==> src/rtl/mux_nto1_scan.sv <==
// Registered N-to-1 channel selector with out-of-range flagging and a
// dwell-timed auto-scan that walks every channel in turn.
//
//  state     | meaning
//  ----------+-----------------------------------------------------------
//  ST_DIRECT | last enabled cycle was direct select (or fresh from reset)
//  ST_SCAN   | last enabled cycle was auto-scan; ptr/dwell_left are live
module mux_nto1_scan #(
    parameter int WIDTH = 8,
    parameter int NCH   = 5,
    parameter int SELW  = 3,
    parameter int DWELL = 4
) (
    input  logic                 clk,
    input  logic                 rst_n,
    input  logic [NCH*WIDTH-1:0] in_bus,
    input  logic [SELW-1:0]      sel,
    input  logic                 mode,
    input  logic                 en,
    output logic [WIDTH-1:0]     out,
    output logic [SELW-1:0]      out_ch,
    output logic                 out_valid,
    output logic                 sel_err,
    output logic                 scan_wrap
);

    localparam int DW = (DWELL > 1) ? $clog2(DWELL) : 1;
    localparam logic [DW-1:0]   DWELL_LAST = DW'(DWELL - 1);
    localparam logic [SELW-1:0] CH_LAST    = SELW'(NCH - 1);
    localparam logic [SELW:0]   NCH_EXT    = (SELW + 1)'(NCH);

    typedef enum logic {
        ST_DIRECT = 1'b0,
        ST_SCAN   = 1'b1
    } state_t;

    state_t          state, state_nxt;
    logic [SELW-1:0] ptr, ptr_nxt;
    logic [DW-1:0]   dwell_left, dwell_left_nxt;
    logic [WIDTH-1:0] out_nxt;
    logic [SELW-1:0] out_ch_nxt;
    logic            out_valid_nxt;
    logic            sel_err_nxt;
    logic            scan_wrap_nxt;
    logic            sel_ok;

    // Compare-and-pick mux: unmatched indices fall through to zero, never X.
    function automatic logic [WIDTH-1:0] pick(input logic [SELW-1:0] idx,
                                              input logic [NCH*WIDTH-1:0] bus);
        logic [WIDTH-1:0] r;
        r = '0;
        for (int k = 0; k < NCH; k++) begin
            if (idx == SELW'(k)) begin
                r = bus[k*WIDTH +: WIDTH];
            end
        end
        return r;
    endfunction

    assign sel_ok = ({1'b0, sel} < NCH_EXT);

    always_ff @(posedge clk or negedge rst_n) begin
        if (!rst_n) begin
            state      <= ST_DIRECT;
            ptr        <= '0;
            dwell_left <= '0;
            out        <= '0;
            out_ch     <= '0;
            out_valid  <= 1'b0;
            sel_err    <= 1'b0;
            scan_wrap  <= 1'b0;
        end else begin
            state      <= state_nxt;
            ptr        <= ptr_nxt;
            dwell_left <= dwell_left_nxt;
            out        <= out_nxt;
            out_ch     <= out_ch_nxt;
            out_valid  <= out_valid_nxt;
            sel_err    <= sel_err_nxt;
            scan_wrap  <= scan_wrap_nxt;
        end
    end

    always_comb begin
        state_nxt      = state;
        ptr_nxt        = ptr;
        dwell_left_nxt = dwell_left;
        out_nxt        = out;
        out_ch_nxt     = out_ch;
        out_valid_nxt  = 1'b0;
        sel_err_nxt    = sel_err;
        scan_wrap_nxt  = 1'b0;

        if (en) begin
            state_nxt = mode ? ST_SCAN : ST_DIRECT;
            if (!mode) begin
                if (sel_ok) begin
                    out_nxt       = pick(sel, in_bus);
                    out_ch_nxt    = sel;
                    out_valid_nxt = 1'b1;
                    sel_err_nxt   = 1'b0;
                end else begin
                    out_nxt     = '0;
                    sel_err_nxt = 1'b1;
                end
            end else begin
                if (state == ST_DIRECT) begin
                    ptr_nxt        = sel_ok ? sel : '0;
                    dwell_left_nxt = DWELL_LAST;
                end else if (dwell_left == '0) begin
                    // Dwell expired: step to the next channel, wrapping at NCH-1.
                    dwell_left_nxt = DWELL_LAST;
                    if (ptr == CH_LAST) begin
                        ptr_nxt       = '0;
                        scan_wrap_nxt = 1'b1;
                    end else begin
                        ptr_nxt = ptr + SELW'(1);
                    end
                end else begin
                    dwell_left_nxt = dwell_left - DW'(1);
                end
                out_nxt       = pick(ptr_nxt, in_bus);
                out_ch_nxt    = ptr_nxt;
                out_valid_nxt = 1'b1;
                sel_err_nxt   = 1'b0;
            end
        end
    end

endmodule
==> config.mk <==
export PLATFORM = sky130hd
export DESIGN_NAME = mux_nto1_scan
export DESIGN_NICKNAME = d
export VERILOG_FILES = /design/src/rtl/mux_nto1_scan.sv
export SDC_FILE = /design/constraint.sdc
export NUM_CORES = 1
export LEC_CHECK = 0
export CAP_MARGIN = 0
export CORE_ASPECT_RATIO = 0.6
export CORE_MARGIN = 8
export CORE_UTILIZATION = 39
export CTS_CLUSTER_DIAMETER = 150
export DETAILED_ROUTE_END_ITERATION = 10
export HOLD_SLACK_MARGIN = 0.05
export PLACE_DENSITY_LB_ADDON = 0.05
export SLEW_MARGIN = 20
export SYNTH_ARGS = -nofsm -noshare
export SYNTH_HDL_FRONTEND = slang
export SYNTH_SLANG_ARGS = --single-unit
==> constraint.sdc <==
create_clock -name clk -period 2.65 [get_ports clk]
set_input_delay 0.53 -clock clk [delete_from_list [all_inputs] [get_ports clk]]
set_output_delay 0.53 -clock clk [all_outputs]
set_load 0.02 [all_outputs]
==> results of run 1 <==
==> cell usage after synthesis (all sizes together), types with 4 or more instances <==
| master | number |
|---|---|
| o21ai | 11 |
| dfrtp | 20 |
| a221oi | 6 |
| nand3 | 7 |
| a221o | 7 |
| buf | 4 |
| mux4 | 9 |
| nor2 | 15 |
| clkbuf | 9 |
| inv | 7 |
| a311oi | 5 |
| mux2i | 5 |
| nand2 | 15 |
| nand4 | 10 |
==> state kept, by name, indices dropped and copies added (netlist names) <==
name        cells
ptr             3
sel_err         1
out_valid       1
scan_wrap       1
out             8
state           1
dwell_left      2
out_ch          3
==> power by group through the flow <==
stage	registers, µW	clock network [µW]	logic, µW
6_report	396	200	527
5_1_grt	403	220	576
4_1_cts	396	211	529
3_5_place_dp	402	0	527
3_3_place_gp	398	0	517
2_1_floorplan	430	0	259
==> critical path: cells and delay by family (launching register included) <==
family,cells,cell delay [ns]
DFF,1,0.37
AOI/OAI and AO/OA,3,0.61
muxes,1,0.51
adders and majority gates,1,0.28
buffers and inverters,1,0.06
and+or+nand+nor,2,0.38
==> metrics by stage <==
stage               setup slack [ns]  instance area (µm²)  hold WS (ns)  util [%]  std cells
floorplan                      0.436                 1580         0.234         -        166
global placement               0.180                 2300         0.477      57.6        277
detailed placement             0.135                 2300         0.490      57.6        277
CTS                            0.307                 2340         0.511      58.7        280
global route                   0.150                 2340         0.528      58.7        280
finish                         0.323                 2340         0.500      58.7        280
==> path summary, 6_finish.rpt <==
kind,to,slack [ns],cells past startpoint
worst max-delay path,out[1]$_DFFE_PN0P_,0.32,8
worst min-delay path,sel_err$_DFFE_PN0P_,0.50,2
worst max register to register,out[1]$_DFFE_PN0P_,0.32,8
worst min register to register,sel_err$_DFFE_PN0P_,0.50,2
max in group asynchronous,out[6]$_DFFE_PN0P_,1.83,2
min in group asynchronous,sel_err$_DFFE_PN0P_,0.61,2
==> layout make-up <==
cell class	count	area share [%]
well taps	50	2.68
clock buffers	3	1.77
flip-flops and latches	20	21.4
inverters	8	1.28
multi-input cells	125	42.2
repair buffers	74	30.7
==> logic make-up (layout without fill, tap and decap cells) <==
logic type               after synthesis  in the layout  synth area share (%)
AND/OR/NAND/NOR                       58             58                  18.6
AO/OA/AOI/OAI                         48             48                  24.0
buffers and inverters                 21             85                  5.86
flip-flops                            20             20                  31.7
multiplexers                          16             16                  17.4
adder cells (fa/ha/maj)                3              3                  2.38
==> routing by layer <==
layer | wire [µm] | part of all wire [%]
met1 | 2460 | 47
met2 | 2330 | 44
met3 | 432 | 8.2
met5 | 0 | 0
met4 | 45 | 0.85
==> layout by cell type (no fill, tap or decap), types with 2 or more instances in the layout <==
cell type and count:
buf_4 13, nor2_1 15, o2bb2ai_1 2, a22oi_1 3, nand3_1 7, mux4_2 9, a221oi_1 5, nor2b_1 3
mux2_2 2, or2_1 2, nand4_1 10, a21oi_1 3, mux2i_1 5, nand2_1 15, a221o_1 7, clkdlybuf4s50_1 60
inv_1 7, dfrtp_1 20, a311oi_1 5, clkbuf_8 3, a22o_1 3, a32oi_1 2, o21ai_0 10, ha_1 3
==> results.yml, run 1 <==
global_routing:
  grt_usage_pct: 16.4
  antenna_found_initial: 0
  grt_use_met3_pct: 4.74
  met2_usage_pct: 24.8
  grt_max_degree: 22
  overflow: 0
  use_met1_pct: 22.9
  grt_pass1_vias: 1681
  grt_pass1_wl_um: 8390
  gr-max-usage-layer: "met2"
critical_path:
  path_cells: "inv_1 -> ha_1 -> and2b_1 -> a211oi_1 -> or2_1 -> mux4_2 -> a221oi_2 -> o21ai_1"
  crit_slowest_cell: "mux4_2"
  critical_path_class: "reg -> reg"
  end_kind: "flop"
  worst_setup_path_start_kind: "flop"
  max_stage_delay_ns: 0.51
  cp.arrival_ns: 2.46
  crit_fanout: 7
  crit_required_ns: 2.79
  r2r_start: "dwell_left[0]$_DFFE_PN0P_"
  cp-startpoint: "dwell_left[0]$_DFFE_PN0P_"
power:
  peakVddDrop_v: 0.000220
  internal_power_uw: 727
  cellPowerDensity_nw_per_um2: 480
  p_seq_share_pct: 35.3
  p_clk_share_pct: 17.8
  power_switching_share_pct: 35.3
  p_switching_uw: 396
  totalPowerFinal_uw: 1120
  comb_power_share_pct: 46.9
  p_leak_uw: 0.000941
die:
  die_y_um: 65.3
  core_area_um2: 3990
  die_w_um: 98.1
  initial_core_util_pct: 39.6
  boundaryPins: 61
  rows: 18
  dieArea_um2: 6410
yosys:
  async_flop_share_pct: 100
  synth_top_area_share_pct: 31.7
  ys_ff_latch: 20
  yosysTopAreaCell: "dfrtp_1"
  syn_area_per_cell_um2: 9.51
  syn_area_um2: 1580
  postSynthNetCount: 216
  synth_cell_types: 40
  yosysSeqAreaShare_pct: 31.7
  synth_edf_count: 0
  synthCells: 166
  yosysWarnings: 0
  synth_ff_type: "dfrtp_1"
  synth.area.top_cells: "dfrtp_1 (32%), mux4_2 (13%), a221o_1 (4.4%), nand4_1 (4.0%), nand2_1 (3.6%)"
routing:
  firstDrtPassIters: 4
  viasPerCell: 5.95
  wl_um: 5270
  drt_first_iter_violations: 118
  wl_per_cell_um: 18.8
  drcViolationCount: 0
  vias: 1666
  final_antenna_net_count: 0
layout:
  antenna_cells: 0
  drive_gt1_share_pct: 13.9
  register_area_um2: 500
  nFillCells: 335
  multi_input_area_um2: 986
  layout.nets: 282
  syn_to_final_growth_pct: 48.1
cts:
  htreeDepth: 1
  cts_tree: "done"
  ctsResizeCount: 0
  cts_buffer_depth: 2
  cts_buffers: 3
  clk_latency_ns: 0.26
  cts-root-buf: "clkbuf_8"
  post_cts_buffers: 0
  path_clk_slew_ns: 0.07
  ctsHoldBuffers: 0
  clkSinkCount: 20
placed_design:
  gp_congestion: 0.832
  portBuffers: 60
  place_hpwl_um: 4230
sta:
  period_needed_ns: 2.33
  max_freq_mhz: 430
  period_share_pct: 87.8
  hold_violations: 0
  maxSlewHeadroom_pct: 62.6
  setup_viol: 0
  maxSlewViolCount: 0
  fin_worst_skew_ns: 0.00192
  fin_tns_setup_ns: 0
  rsz0062_at_grt: "no"
  worst_pin_slew_ns: 0.556
run_status:
  status: "completed"
worst_hold_path:
  hold_class: "reg -> reg"
  hold_start: "sel_err$_DFFE_PN0P_"
flow_run:
  drv_cap: 0
Note: power is estimated with default switching activity, not from simulation.
==> run 2, diff against run 1 <==
CORE_UTILIZATION = 44   (was 39)
==> results.yml, run 2 (same netlist as run 1, synthesis figures left out) <==
die:
  boundaryPins: 61
  die_w_um: 93.3
  core_area_um2: 3550
  rows: 17
  dieArea_um2: 5820
  initial_core_util_pct: 44.5
  die_y_um: 62.4
layout:
  antenna_cells: 0
  final_cell_mix: "clkdlybuf4s50_1 (60), dfrtp_1 (20), nor2_1 (15), nand2_1 (15), buf_4 (13)"
  syn_to_final_growth_pct: 48.7
  top_regs: "out x8, out_ch x3, ptr x3"
  nFillCells: 270
  drive_gt1_share_pct: 14.3
  largest_register_ffs: 8
  layout.nets: 282
  largest_register: "out"
  final_common_cell: "clkdlybuf4s50_1"
sta:
  maxSlewViolCount: 0
  fin_worst_skew_ns: 0.00378
  fin_tns_setup_ns: 0
  period_share_pct: 91.5
  rsz0062_at_grt: "no"
  hold_violations: 0
  period_needed_ns: 2.42
  setup_viol: 0
  worst_pin_slew_ns: 0.782
  max_freq_mhz: 412
  maxSlewHeadroom_pct: 47.6
global_routing:
  grt_max_degree: 22
  overflow: 0
  grt_usage_pct: 18.0
  antenna_found_initial: 0
  grt_pass1_wl_um: 8520
  grt_pass1_vias: 1676
routing:
  drcViolationCount: 0
  wl_um: 5380
  wl_per_cell_um: 19.3
  wl_met2_um: 2440
  final_antenna_net_count: 0
  drt_first_iter_violations: 255
  top_layer: "met4"
  viasPerCell: 6.16
  wl_met1_um: 2380
  vias: 1712
  firstDrtPassIters: 6
  wl_met3_um: 521
cts:
  cts-root-buf: "clkbuf_8"
  cts_tree: "done"
  ctsResizeCount: 0
  htreeDepth: 1
  cts_buffers: 3
  path_clk_slew_ns: 0.08
  ctsHoldBuffers: 0
  clkSinkCount: 20
  clk_latency_ns: 0.26
  cts_buffer_depth: 2
  post_cts_buffers: 0
critical_path:
  path_cells: "inv_1 -> ha_1 -> and2b_1 -> a211oi_1 -> or2_1 -> mux4_2 -> a221oi_2 -> o21ai_1"
  end_kind: "flop"
  crit_fanout: 7
  ff2ff_path_depth: 8
  max_stage_delay_ns: 0.51
  critical_path_class: "reg -> reg"
  crit_slowest_cell: "mux4_2"
  cp.arrival_ns: 2.57
  crit_required_ns: 2.79
  worst_setup_path_start_kind: "flop"
power:
  totalPowerFinal_uw: 1160
  p_leak_uw: 0.000947
  cellPowerDensity_nw_per_um2: 495
  peakVddDrop_v: 0.000353
run_status:
  status: "completed"
placed_design:
  gp_congestion: 0.854
  place_hpwl_um: 4240
  portBuffers: 60
flow_run:
  drv_cap: 0
worst_hold_path:
  hold_class: "reg -> reg"
  whs_path_depth: 1
-- run 2: changes by cell type in the layout (fill, tap and decap cells not counted) --
cell,before,now
clkbuf_8,3,4
-- run 2: critical path, delay by kind of cell, from the launching register on --
kind	cells	cell delay [ns]
AO/OA/AOI/OAI	3	0.70
multiplexers	1	0.51
AND/OR/NAND/NOR	2	0.40
flip-flops	1	0.37
adder cells (fa/ha/maj)	1	0.27
buffers and inverters	1	0.05
-- run 2: final cells by class --
cell class,count,area (µm²),share of cell area (%)
tap,47,58.8,2.50
timing repair buffer,74,718,30.6
multi-input combinational,125,986,42.0
clock buffer,4,55.1,2.34
inverter,8,30.0,1.28
sequential,20,500,21.3
-- run 2: where the power goes --
part	internal, µW	switching (µW)
clock	132	102
sequential	356	39.9
combinational	271	261
total	760	403
-- run 2: routing by layer --
layer | track usage, % | vias to the layer above
met5 | 0 | -
met1 | 25.0 | 819
met4 | 2.99 | 0
met2 | 27.2 | 100
met3 | 4.92 | 6
li1 | - | 787
-- run 2: final timing paths --
kind                                      startpoint                   endpoint  slack [ns]
max                        dwell_left[0]$_DFFE_PN0P_         out[1]$_DFFE_PN0P_        0.23
min                        dwell_left[0]$_DFFE_PN0P_  dwell_left[0]$_DFFE_PN0P_        0.49
max reg2reg                dwell_left[0]$_DFFE_PN0P_         out[1]$_DFFE_PN0P_        0.23
min reg2reg                dwell_left[0]$_DFFE_PN0P_  dwell_left[0]$_DFFE_PN0P_        0.49
max in group asynchronous                      rst_n         ptr[1]$_DFFE_PN0P_        1.81
min in group asynchronous                      rst_n      out_ch[0]$_DFFE_PN0P_        0.63
-- run 2: metrics by stage --
step	instances	hold slack [ns]	instance area [µm²]	setup slack (ns)	util (%)
after floorplan	166	0.234	1580	0.436	-
after global placement	274	0.473	2290	0.189	64.6
after detailed placement	274	0.482	2290	0.0336	64.6
after CTS	278	0.496	2350	0.280	66.1
after global routing	278	0.533	2350	0.115	66.1
final	278	0.494	2350	0.225	66.1
==> RTL edit (config.mk and constraints of run 1) <==
Reset style: synchronous (`rst_n`), changed in one clocked block.
--- a/src/rtl/mux_nto1_scan.sv
+++ b/src/rtl/mux_nto1_scan.sv
@@ -61,3 +61,3 @@
 
-    always_ff @(posedge clk or negedge rst_n) begin
+    always_ff @(posedge clk) begin
         if (!rst_n) begin
Behaviour: differs if rst_n is asserted again (counterexample within 4 cycles, from zero or initial values and one cycle with rst_n low); with rst_n held inactive, the same outputs for 10 cycles.
==> RTL edit against run 1 <==
- sequential cell count stayed put
- final area rose by 18%
- utilization down 2.5 points
- setup slack worse by 0.081 ns
- power is 4.8% lower
- area after synthesis up 23%
- largest cell class unchanged
- largest power group unchanged
- routed wire length grew 32%
- via count up 29%
- global-route usage up 1.8 points
==> RTL edit: results (changes against run 1) <==
rows: 20  # +2
p_leak_nw: 1.01  # +7.6%
cp.arrival_ns: 2.55  # +0.09 ns
grtUsageMet1_pct: 26.2  # +3.3 points
rrSetupSlack_ns: 0.29  # -0.03 ns
cp_max_fo: 12  # +5
grt_pass1_wl_mm: 11.3  # +34%
synth_cell_type_count: 56  # +40%
use_met2_pct: 25.2  # +0.45 points
cts_buffers: 3  # unchanged
syn_nets: 286  # +32%
crit_family: "buffers and inverters"
status: "complete, no violations"
wl_mm: 6.94  # +32%
drive_gt1_share_pct: 16.2  # +2.3 points
via_count: 2157  # +29%
ir_drop_mv: 0.207  # -5.9%
grt_max_degree: 23  # +4.5%
yosys-top-cells-count: "20 x dfxtp_1, 16 x nor2_1, 15 x inv_1, 15 x o21ai_0, 14 x a21oi_1"
antenna_found_initial: 0  # unchanged
cts_max_path_buffers: 2  # unchanged
grt_pass1_vias: 2100  # +25%
internal_power_mw: 0.728  # about the same
dp_slack_ns: 0.0103  # -0.125 ns
ys_seq_area_share_pct: 20.6  # -11 points
fin_nets: 353  # +25%
grt_use_met3_pct: 7.25  # +2.5 points
clock_skew_ns: 0.00545  # +0.00352 ns
clk_pin_slew_worst_paths_ns: 0.09  # +0.02 ns
drtIter0Drc: 144  # +22%
gp_congestion: 0.909  # +9.3%
synthTopCellsByArea: "dfxtp_1 21%, mux2i_1 4.6%, a22oi_1 3.9%"
async_flop_share_pct: 0  # -100 points
hpwl_mm: 5.28  # +25%
cp_slowest_cell: "clkdlybuf4s50_1"
[RTL edit: cell count changes in the layout (fill, tap and decap cells not counted), moves of 8 or more]
cell	run 1	this run
nand4_1	10	2
dfxtp_1	0	20
a21oi_1	3	14
inv_1	7	15
buf_4	13	21
dfrtp_1	20	0
[RTL edit: path summary, 6_finish.rpt]
path	from	end
min reg2reg	ptr[1]	ptr[1]
max reg2reg	ptr[0]	out[6]
max	sel[2]	out[7]
min	ptr[1]	ptr[1]
[RTL edit: per-layer routing]
| metal | share of wire (%) | wire [um] | vias to the layer above |
|---|---|---|---|
| met5 | 0 | 0 | - |
| met4 | 0.23 | 16 | 0 |
| met3 | 12 | 808 | 4 |
| met2 | 39 | 2710 | 92 |
| met1 | 49 | 3400 | 1003 |
| li1 | - | - | 1058 |
[RTL edit: through the flow]
stage | instance area [um^2] | hold slack [ns] | std cells
2_1_floorplan | 1950 | 0.465 | 236
3_3_place_gp | 2700 | 0.482 | 364
3_5_place_dp | 2700 | 0.488 | 364
4_1_cts | 2770 | 0.500 | 368
5_1_grt | 2770 | 0.536 | 368
6_report | 2770 | 0.503 | 368
[RTL edit: layout make-up]
type | count | area (um^2)
clock inverter | 1 | 30.0
sequential | 20 | 400
tap | 66 | 82.6
fill | 454 | 2160
inverter | 17 | 63.8
multi-input combinational | 178 | 1350
clock buffer | 3 | 41.3
timing repair buffer | 83 | 798
[RTL edit: cells by family (layout without fill, tap and decap cells)]
kind of cell	count (synthesis)	in the layout	synth area share, %
AO/OA/AOI/OAI	90	90	35.3
AND/OR/NAND/NOR	65	65	19.6
XOR/XNOR	1	1	0.450
adder cells (fa/ha/maj)	3	3	1.93
multiplexers	19	19	12.3
flip-flops	20	20	20.6
buffers and inverters	38	104	9.95
[RTL edit: worst reg2reg max path, stage by stage, from the launching register on]
cell and delay (ns):
dfxtp_1 0.46, inv_1 0.07, ha_1 0.22, and2_1 0.17, o211a_1 0.39, buf_4 0.26, o21a_1 0.19, a211oi_1 0.36
a211oi_2 0.12
[RTL edit: power by group through the flow]
stage	registers (mW)	logic, mW	clock network, mW
5_1_grt	0.339	0.441	0.343
2_1_floorplan	0.355	0.208	0
4_1_cts	0.336	0.406	0.329
3_5_place_dp	0.343	0.403	0
6_report	0.337	0.408	0.324
3_3_place_gp	0.343	0.405	0
